--- config.mk ---
export PLATFORM = sky130hd
export DESIGN_NAME = compare_result_filter
export DESIGN_NICKNAME = d
export VERILOG_FILES = /design/src/rtl/compare_pkg.sv /design/src/rtl/compare_encode.sv /design/src/rtl/compare_result_filter.sv
export SDC_FILE = /design/constraint.sdc
export NUM_CORES = 1
export LEC_CHECK = 0
export CAP_MARGIN = 30
export CORE_ASPECT_RATIO = 1.5
export CORE_UTILIZATION = 25
export DETAILED_ROUTE_END_ITERATION = 16
export GPL_ROUTABILITY_DRIVEN = 0
export HOLD_SLACK_MARGIN = 0.15
export SETUP_SLACK_MARGIN = 0.2
export SLEW_MARGIN = 20
export SYNTH_ARGS = -nofsm -noshare
export SYNTH_HDL_FRONTEND = slang
export SYNTH_SLANG_ARGS = --single-unit
export TNS_END_PERCENT = 10
--- constraint.sdc ---
create_clock -name clk -period 2.75 [get_ports clk]
set_input_delay 0.275 -clock clk [delete_from_list [all_inputs] [get_ports clk]]
set_output_delay 0.275 -clock clk [all_outputs]
set_load 0.03 [all_outputs]
--- src/rtl/compare_pkg.sv ---
// ---------------------------------------------------------------------------
// compare_pkg
//   Shared types and constants for the comparator result filter.
//   - cmp_code_t       : 2-bit comparison result code
//   - CMP_EQ/LT/GT/NONE: code values
//   - cmp_filt_state_t : filter FSM state (INIT, STABLE, PEND)
//   - is_one_hot3      : true when exactly one of three flags is high
// ---------------------------------------------------------------------------
package compare_pkg;

    typedef logic [1:0] cmp_code_t;

    localparam cmp_code_t CMP_EQ   = 2'b00;
    localparam cmp_code_t CMP_LT   = 2'b01;
    localparam cmp_code_t CMP_GT   = 2'b10;
    localparam cmp_code_t CMP_NONE = 2'b11;

    typedef enum logic [1:0] {
        ST_INIT   = 2'b00,
        ST_STABLE = 2'b01,
        ST_PEND   = 2'b10
    } cmp_filt_state_t;

    // Odd parity rules out 0 and 2 high; the AND term rules out 3 high.
    function automatic logic is_one_hot3(input logic a, input logic b, input logic c);
        return (a ^ b ^ c) & ~(a & b & c);
    endfunction

endpackage

--- src/rtl/compare_encode.sv ---
// ---------------------------------------------------------------------------
// compare_encode
//   Combinational conversion of the comparator flags into a result code.
//   Build option COMPARE_FILTER_ILLEGAL_CHK_EN:
//     defined   : non-one-hot flags encode to NONE and raise 'illegal'
//     undefined : priority GT > LT > EQ, all-zero gives NONE, 'illegal' is 0
//   Ports:
//     equal, less_than, greater_than : comparator flags (in)
//     code                           : encoded result (out, 2 bits)
//     illegal                        : flags were not one-hot (out)
// ---------------------------------------------------------------------------
module compare_encode
    import compare_pkg::*;
(
    input  logic       equal,
    input  logic       less_than,
    input  logic       greater_than,
    output logic [1:0] code,
    output logic       illegal
);

    always_comb begin
        code    = CMP_NONE;
        illegal = 1'b0;
`ifdef COMPARE_FILTER_ILLEGAL_CHK_EN
        if (is_one_hot3(equal, less_than, greater_than)) begin
            if (equal)          code = CMP_EQ;
            else if (less_than) code = CMP_LT;
            else                code = CMP_GT;
        end
        illegal = ~is_one_hot3(equal, less_than, greater_than);
`else
        if (greater_than)   code = CMP_GT;
        else if (less_than) code = CMP_LT;
        else if (equal)     code = CMP_EQ;
`endif
    end

endmodule

--- src/rtl/compare_result_filter.sv ---
// ---------------------------------------------------------------------------
// compare_result_filter
//   Debounces the comparator result: a code must be sampled on STABLE_CYCLES
//   consecutive edges before it is committed to filt_state. Each commit is
//   issued as a change event and counted.
//
//   Handshake: event_valid rises with a commit and, together with
//   event_prev/event_curr, holds until an edge where event_ready is high.
//   A commit may land on that same drain edge, replacing the payload while
//   event_valid stays high; otherwise a commit waits for the slot to drain.
//
//   Parameters:
//     STABLE_CYCLES : samples needed to commit (1..255), default 4
//     CNT_W         : width of change_count, default 8
//   Ports:
//     clk, rst (async, active high)
//     equal, less_than, greater_than : comparator flags
//     clear        : sync clear of change_count and illegal_flag
//     filt_state   : committed code
//     event_valid, event_ready, event_prev, event_curr : change event
//     change_count : committed changes, saturating
//     illegal_flag : sticky non-one-hot indication
//     dbg_state    : FSM state (cmp_filt_state_t encoding)
//   Build option: COMPARE_FILTER_ILLEGAL_CHK_EN (see compare_encode).
// ---------------------------------------------------------------------------
module compare_result_filter
    import compare_pkg::*;
#(
    parameter int STABLE_CYCLES = 4,
    parameter int CNT_W         = 8
) (
    input  logic             clk,
    input  logic             rst,
    input  logic             equal,
    input  logic             less_than,
    input  logic             greater_than,
    input  logic             clear,
    output logic [1:0]       filt_state,
    output logic             event_valid,
    input  logic             event_ready,
    output logic [1:0]       event_prev,
    output logic [1:0]       event_curr,
    output logic [CNT_W-1:0] change_count,
    output logic             illegal_flag,
    output logic [1:0]       dbg_state
);

    localparam logic [7:0] STAB_MAX = 8'(STABLE_CYCLES);

    cmp_filt_state_t  state_q, state_d;
    cmp_code_t        filt_q, filt_d;
    cmp_code_t        cand_q, cand_d;
    cmp_code_t        prev_q, prev_d;
    cmp_code_t        curr_q, curr_d;
    logic [7:0]       stab_q, stab_d;
    logic [CNT_W-1:0] cnt_q, cnt_d;
    logic             illegal_q, illegal_d;

    logic [1:0]       raw_code;
    logic             raw_illegal;
    logic             slot_free;
    logic             commit;

    compare_encode u_encode (
        .equal        (equal),
        .less_than    (less_than),
        .greater_than (greater_than),
        .code         (raw_code),
        .illegal      (raw_illegal)
    );

    always_ff @(posedge clk or posedge rst) begin
        if (rst) begin
            state_q   <= ST_INIT;
            filt_q    <= CMP_NONE;
            cand_q    <= CMP_NONE;
            prev_q    <= CMP_NONE;
            curr_q    <= CMP_NONE;
            stab_q    <= 8'd0;
            cnt_q     <= '0;
            illegal_q <= 1'b0;
        end else begin
            state_q   <= state_d;
            filt_q    <= filt_d;
            cand_q    <= cand_d;
            prev_q    <= prev_d;
            curr_q    <= curr_d;
            stab_q    <= stab_d;
            cnt_q     <= cnt_d;
            illegal_q <= illegal_d;
        end
    end

    always_comb begin
        state_d   = state_q;
        filt_d    = filt_q;
        cand_d    = raw_code;
        prev_d    = prev_q;
        curr_d    = curr_q;
        stab_d    = stab_q;
        cnt_d     = cnt_q;
        illegal_d = illegal_q;

        // Stability tracking: saturating at STAB_MAX also keeps a deferred
        // commit armed until the event slot frees up.
        if (raw_code != cand_q)    stab_d = 8'd1;
        else if (stab_q >= STAB_MAX) stab_d = STAB_MAX;
        else                       stab_d = stab_q + 8'd1;

        // The slot is usable when empty or when it drains on this edge.
        slot_free = (state_q != ST_PEND) || event_ready;

        // Commit is judged on the next-state candidate so that the commit
        // lands on the STABLE_CYCLES-th sample, not one edge later.
        commit = (stab_d == STAB_MAX) && (cand_d != CMP_NONE) &&
                 (cand_d != filt_q) && slot_free;

        if (commit) begin
            filt_d = cand_d;
            prev_d = filt_q;
            curr_d = cand_d;
        end

        case (state_q)
            ST_INIT, ST_STABLE: if (commit) state_d = ST_PEND;
            ST_PEND:            if (event_ready && !commit) state_d = ST_STABLE;
            default:            state_d = ST_INIT;
        endcase

        // Clear first, then count, so a same-edge commit leaves a count of 1.
        if (clear) cnt_d = '0;
        if (commit && (cnt_d != {CNT_W{1'b1}})) cnt_d = cnt_d + 1'b1;

        if (clear)       illegal_d = 1'b0;
        if (raw_illegal) illegal_d = 1'b1;
    end

    assign filt_state   = filt_q;
    assign event_valid  = (state_q == ST_PEND);
    assign event_prev   = prev_q;
    assign event_curr   = curr_q;
    assign change_count = cnt_q;
    assign illegal_flag = illegal_q;
    assign dbg_state    = state_q;

endmodule

==> results.yml <==
outcome:
  outcome: "complete, no violations"
cts:
  h-tree-depth: 1
  clockBufferDepth: 2
  worst_skew_pair.late_latency_ps: 260
  cts_inserted_buffers: 3
  cts_hold_buffers: 0
  cts.sinks: 24
  cts-resized-gates: 0
  cts_tree: "done"
  clk_pin_slew_ps: 80
  post_cts_buffers: 0
  cts-root-buf: "clkbuf_8"
place:
  place_ws_ps: 167
  dp.cells: 202
  port_buffers: 23
  place_hpwl_um: 1940
global_route:
  grt-ovfl-total: 0
  grt_max_degree: 25
  gr-usage-met2_pct: 18.5
  grtUsageTotal_pct: 11.2
  grt_pass1_wl_um: 4350
  grt_pass1_vias: 948
  antenna_found_initial: 0
  grt_util_met3_pct: 1.30
  busiest_layer: "met2"
  grtUsageMet1_pct: 13.2
logic_synthesis:
  synth_compound_area_share_pct: 9.74
  synth_flop_cell: "dfrtp_1"
  synth.area.mux_share_pct: 5.67
  synth_top_family_by_area: "simple AND/OR/NAND/NOR gates"
  synthXorXnorAreaFrac_pct: 1.39
  syn-instance-count: 113
  yosysSeqAreaShare_pct: 48.3
  synth-async-reset-ratio_pct: 100
  ys_warn_count: 0
  synth_edf_count: 0
  avgSynthCellArea_sq_um: 11.1
  synth_common_cells: "dfrtp_1 (18), nor2b_1 (10), dfstp_2 (6)"
  syn-cell-area_sq_mm: 0.00126
  synth_area_leaders: "dfrtp_1 (36%), dfstp_2 (13%), nor2b_1 (5.0%)"
  ys_types: 45
  yosysTopAreaCellShare_pct: 35.8
  yosys.area_share.adder_pct: 2.98
  ys_seq_elements: 24
  yosysTopAreaCell: "dfrtp_1"
  yosysMostFrequentCell: "dfrtp_1"
  yosys.area_share.simple_pct: 24.9
floorplanning:
  io_pins: 25
  core_area_sq_mm: 0.00485
  die_h_um: 88.9
  die_area_sq_mm: 0.00533
  initial_utilization_pct: 26.0
  rows: 31
  die-width_um: 59.9
worst_setup_path:
  cp_cell_sequence: "clkdlybuf4s50_1 -> or4b_1 -> a31oi_1 -> o21a_2 -> inv_4 -> nor4b_1 -> mux2_2"
  cp_data_required_time_ps: 2900
  cp_slowest_cell: "clkdlybuf4s50_1"
  cpPeakStageDelay_ps: 540
  r2r_cells: 5
  worstSetupStartpointType: "primary input"
  path_class: "in -> reg"
  timing.rr.end: "change_count[1]"
  reg2reg_slack_ps: 510
  cp.arrival_ps: 2460
  end_kind: "flop"
  r2r-start: "stab_q[6]"
  critPathMaxFanout: 9
  crit_buf_inv: 2
  cp_top_family: "simple AND/OR/NAND/NOR gates"
route:
  drtIter0Drc: 48
  via_per_inst: 4.57
  finalWirelength_um: 2600
  routedWlPerCell_um: 12.6
  dr.pass1.iters: 4
  vias: 946
  ant_nets: 0
  drcViolationCount: 0
cells_and_area:
  drive_gt1_share_pct: 17.7
  syn2layout_area_growth_pct: 27.5
  final_nets: 152
  num_antenna_cells: 0
  instances_no_fill: 207
sta:
  min_period_over_period_pct: 84.1
  fin_setup_tns_ps: 0
  slew_violations: 0
  fmax_mhz: 432
  fin_ws_ps: 438
  period_needed_ps: 2310
  fin_skew_ps: 3.92
  rsz0062_at_grt: "false"
  finalHoldViolCount: 0
  setup_viol: 0
power:
  power_density_mw_per_mm2: 727
  leakage_nw: 0.656
  peakVddDrop_mv: 0.371
flow_run:
  max-cap-violations: 0
worst_hold_path:
  hp-class: "in -> async"
## state kept, by name (all words and copies together) (netlist names)
register	count
cand_q	2
change_count	8
dbg_state	2
event_curr	2
event_prev	2
stab_q	8
## cell usage in the layout, fill, tap and decap left out, types with 2 or more instances in the layout
| cell | count |
|---|---|
| clkdlybuf4s50_1 | 23 |
| dfrtp_1 | 18 |
| nor2b_1 | 10 |
| conb_1 | 6 |
| dfstp_2 | 6 |
| nand4_1 | 5 |
| mux2_2 | 5 |
| inv_1 | 5 |
| nand2_1 | 4 |
| nor2_1 | 4 |
| a31oi_1 | 3 |
| or4_1 | 3 |
| nand2b_1 | 3 |
| a21oi_1 | 3 |
| ha_1 | 3 |
| clkbuf_8 | 3 |
| nor4b_1 | 2 |
| nor3_1 | 2 |
| and3_1 | 2 |
| and4_1 | 2 |
| a311oi_1 | 2 |
| buf_4 | 2 |
## per-stage QoR
step | util [%] | total power [mW] | area, sq um | hold slack (ps)
after CTS | 32.8 | 1.19 | 1590 | 536
after detailed placement | 31.9 | 0.975 | 1550 | 548
after global routing | 33.1 | 1.25 | 1610 | 357
after global placement | 31.9 | 0.967 | 1550 | 528
final | 33.1 | 1.17 | 1610 | 320
after floorplan | - | 0.821 | 1280 | 285
## power breakdown
group	leakage (nW)	total [mW]	internal (mW)	switching [mW]
Combinational	0.338	0.472	0.210	0.262
Clock	0.0228	0.206	0.103	0.102
Sequential	0.295	0.491	0.433	0.0578
## worst max-delay path by stage
stage,startpoint,endpoint,cells past startpoint
after floorplan,stab_q[6],change_count[1],6
after global placement,less_than,change_count[5],7
after detailed placement,less_than,change_count[5],7
after CTS,less_than,change_count[5],7
after global routing,less_than,change_count[5],7
final,less_than,change_count[5],7
## routing by layer
metal / part of all wire [%] / vias up
met4: 3.3 / 0
met1: 43 / 461
met3: 2.0 / 5
li1: - / 459
met2: 52 / 21
met5: 0 / -
## final cells by class
type | count | area, sq um
inverter | 6 | 25.0
fill | 500 | 3240
clock buffer | 4 | 45.0
timing repair buffer | 26 | 260
sequential | 24 | 608
tap | 66 | 82.6
multi-input combinational | 81 | 584
## kinds of logic after synthesis
kind of cell	count (synthesis)
AOI/OAI and AO/OA	17
xor gates and xnor gates	2
adders and majority gates	3
buffers and inverters	13
DFF	24
muxes	6
other	1
and+or+nand+nor	47
## worst reg2reg max path, cell delays in order (launching register included)
cell and delay, ps:
dfrtp_1 360, or4_4 530, or4_1 520, and4_4 230, and3_4 190, mux2_4 290
No activity file was read; power rests on OpenSTA's default activity.
==> RTL edit 1: new RTL, config.mk and constraints unchanged <==
The parameter `CNT_W` goes from 8 to 12. Comments in the files are not updated.
--- a/src/rtl/compare_result_filter.sv
+++ b/src/rtl/compare_result_filter.sv
@@ -27,7 +27,7 @@
     import compare_pkg::*;
 #(
     parameter int STABLE_CYCLES = 4,
-    parameter int CNT_W         = 8
+    parameter int CNT_W         = 12
 ) (
     input  logic             clk,
     input  logic             rst,
Interface: changed (resized change_count); port bits go from 25 to 29. No check against the original RTL was run, so the function may have changed too.
==> RTL edit 1 against the original RTL <==
  * First-iteration DRC count decreased by 42%
  * Clock power up 25%
  * Critical path type unchanged
  * Hold slack improved by 0.055 ns
  * Sequential share of layout area fell by 0.52 points
  * Routed wire length grew 9.2%
  * Design area increased by 18%
  * Global-route usage is 1.4 points lower
  * Synthesized area grew 16%
  * Largest cell class is now multi-input combinational cells
  * Cell count up 15%
  * Total power is 10% higher
  * Register-to-register slack gained 0.03 ns
  * Sequential cell count increased by 4
  * Worst setup slack gained 0.064 ns
==> RTL edit 1: results <==
group,metric,value,unit
timing,hold-worst-slack,0.3748,ns
cts,clk_pin_slew,0.10,ns
routing,dr.pass1.iters,2,
cts,clk_latency,0.28,ns
routing,vias,1078,
pwr,powerSeq,550,uW
timing,fin_crit_sh,0.8175,
setup_path,crit_fanout,15,
pwr,p_clk,257,uW
finish,final-nonclk-buf-share,0.1663,
placement,dp.cells,235,
finish,nets,180,
grt,grt_max_degree,17,
pwr,peakVddDrop,0.4336,mV
synth,syn_inst,134,
grt,grt_pass1_vias,1038,
finish,nFillCells,580,
finish,multi_input_gates,99,
finish,seq_share,0.3736,
placement,placed_cell_area,1841,um^2
finish,final-clk-cell-share,0.02904,
finish,n_sequential_cell,28,
setup_path,rr_startpoint,"cand_q[1]",
finish,buffers,33,
synth,ys_seq_area_frac,0.4833,
routing,viasPerCell,4.510,
synth,ys_types,44,
setup_path,crit_arrival,2.41,ns
pwr,comb_power,481,uW
finish,drive_above_1_share,0.2012,
finish,multi_input_area,710.7,um^2
pwr,p_sw,458.8,uW
grt,track_usage,0.09822,
status,outcome,"completed",
placement,dp_hpwl,2166,um
-- RTL edit 1: layer usage --
layer  up-vias  share of wire  global-route usage
met1       515           0.45              0.1173
met3         6          0.032             0.01896
li1        530              -                   -
met4         0          0.017             0.03333
met2        27           0.50              0.1746
met5         -              0                   0
-- RTL edit 1: worst max-delay path, stage by stage --
cell and delay [ns]:
clkdlybuf4s50_1 0.52, or4b_4 0.58, a21oi_2 0.18, nor2_2 0.15
nor3_1 0.34, mux2_2 0.37
-- RTL edit 1: cell families (layout without fill, tap and decap cells) --
kind of cell | Yosys count | count (layout) | synth area share
fa+ha+maj | 3 | 3 | 0.02562
simple gates | 63 | 63 | 0.2870
other cells | 1 | 6 | 0.002559
buf+inv | 12 | 42 | 0.04440
flops | 28 | 28 | 0.4833
mux | 6 | 6 | 0.04526
xor+xnor | 9 | 9 | 0.05380
compound gates | 12 | 12 | 0.05808
==> RTL edit 2: new RTL, config.mk and constraints unchanged <==
Without the edit above. Put one more register stage on the output `change_count`, cleared by the reset. The value now appears one clock later. The other outputs are not delayed to match.
--- a/src/rtl/compare_result_filter.sv
+++ b/src/rtl/compare_result_filter.sv
@@ -139,7 +139,13 @@
     assign event_valid  = (state_q == ST_PEND);
     assign event_prev   = prev_q;
     assign event_curr   = curr_q;
-    assign change_count = cnt_q;
+    always_ff @(posedge clk or posedge rst) begin
+        if (rst) begin
+            change_count <= '0;
+        end else begin
+            change_count <= cnt_q;
+        end
+    end
     assign illegal_flag = illegal_q;
     assign dbg_state    = state_q;
 
Function: changed (a bounded check fails within 10 cycles, from zero or initial values and one cycle with rst high).
==> RTL edit 2 against the original RTL <==
  * Non-clock buffer count shrank 1
  * Critical path depth shrank 1
  * Core utilization grew 0.94 points
  * Sequential share of layout area grew 4.7 points
  * Routed wire length shrank 1.4%
  * Design area grew 18%
  * Total power grew 33%
  * Sequential cell count grew 8
  * Die area grew 17%
  * Worst setup slack gained 0.026 ns
  * Combinational power grew 4%
  * Clock power grew 110%
  * Synthesized area grew 17%
  * Critical endpoint is now cnt_q[1]
==> RTL edit 2: results <==
group,metric,value,unit
finish,layout.cells.non_filler,226,
finish,area_growth,28.89,%
finish,nFillCells,569,
timing,skew,0.005553,ns
synth,netlist_top_cells_area,"dfrtp_1 (44%), dfstp_2 (11%), mux2_2 (4.6%)",
synth,ys_seq_area_frac,0.5489,
synth,syn_inst,123,
status,outcome,"completed",
timing,worst_slack,0.4633,ns
pwr,power_density,818.0,nW/um^2
placement,dp_hpwl,1842,um
grt,grt_pass1_vias,973,
grt,track_usage,0.09333,
synth,synth_common_cells,"dfrtp_1 (26), nand2_1 (9), nor2_1 (9)",
pwr,peakVddDrop,0.5525,mV
grt,grt_pass1_wl,4402,um
setup_path,crit_fanout,13,
cts,numCtsBuffers,5,
pwr,seq_power_share,0.401,
cts,clk_latency,0.28,ns
setup_path,rr_startpoint,"event_curr[0]",
grt,grt_max_degree,33,
cts,h-tree-depth,2,
setup_path,rrSetupSlack,0.58,ns
routing,wl_per_cell,11.36,um
setup_path,critPathCapture,"cnt_q[1]",
routing,vias,988,
synth,ys_types,41,
placement,dp.cells,218,
RTL edit 2: changes by cell type after synthesis, sizes merged, moves of 4 or more:
cell,unedited run,this run
dfrtp,18,26
nand4,5,0
nand3,1,5
nor4,0,4
nand2,4,9
nor2,4,9
RTL edit 2: metal layers:
layer / global-route usage / share of wire / vias to the layer above
met5: 0 / 0 / -
met2: 0.1684 / 0.53 / 25
met4: 0.04630 / 0.025 / 0
met3: 0.02844 / 0.044 / 7
li1: - / - / 485
met1: 0.09704 / 0.40 / 471
RTL edit 2: worst min-delay path by stage:
stage | to | slack [ns] | cells past startpoint
floorplan | cand_q[0] | 0.31 | 1
finish | cnt_q[0] | 0.37 | 3
detailed placement | change_count[1] | 0.40 | 0
global route | stab_q[6] | 0.43 | 3
CTS | stab_q[6] | 0.39 | 3
global placement | change_count[1] | 0.41 | 0
RTL edit 2: cells by family (layout without fill, tap and decap cells):
family / after synthesis / count (layout) / share of synthesized area
buffers and inverters: 12 / 40 / 0.04333
other: 1 / 6 / 0.002546
adder cells (fa/ha/maj): 3 / 3 / 0.02549
XOR/XNOR: 3 / 3 / 0.01785
multiplexers: 8 / 8 / 0.06117
flip-flops: 32 / 32 / 0.5488
AO/OA/AOI/OAI: 14 / 14 / 0.09006
AND/OR/NAND/NOR: 50 / 50 / 0.2107
RTL edit 2: final cells by class:
class,count,share of cell area
Clock buffer,5,0.03626
Clock inverter,3,0.02241
Inverter,7,0.01384
Multi-Input combinational cell,84,0.3263
Sequential cell,32,0.4258
Tap cell,70,0.04614
Timing Repair Buffer,25,0.1292
RTL edit 2: critical path: stages:
cell and delay, ns:
clkdlybuf4s50_1 0.50, or4b_4 0.57, a21oi_2 0.17, a31oi_2 0.14
nor3_1 0.42, mux2_2 0.38
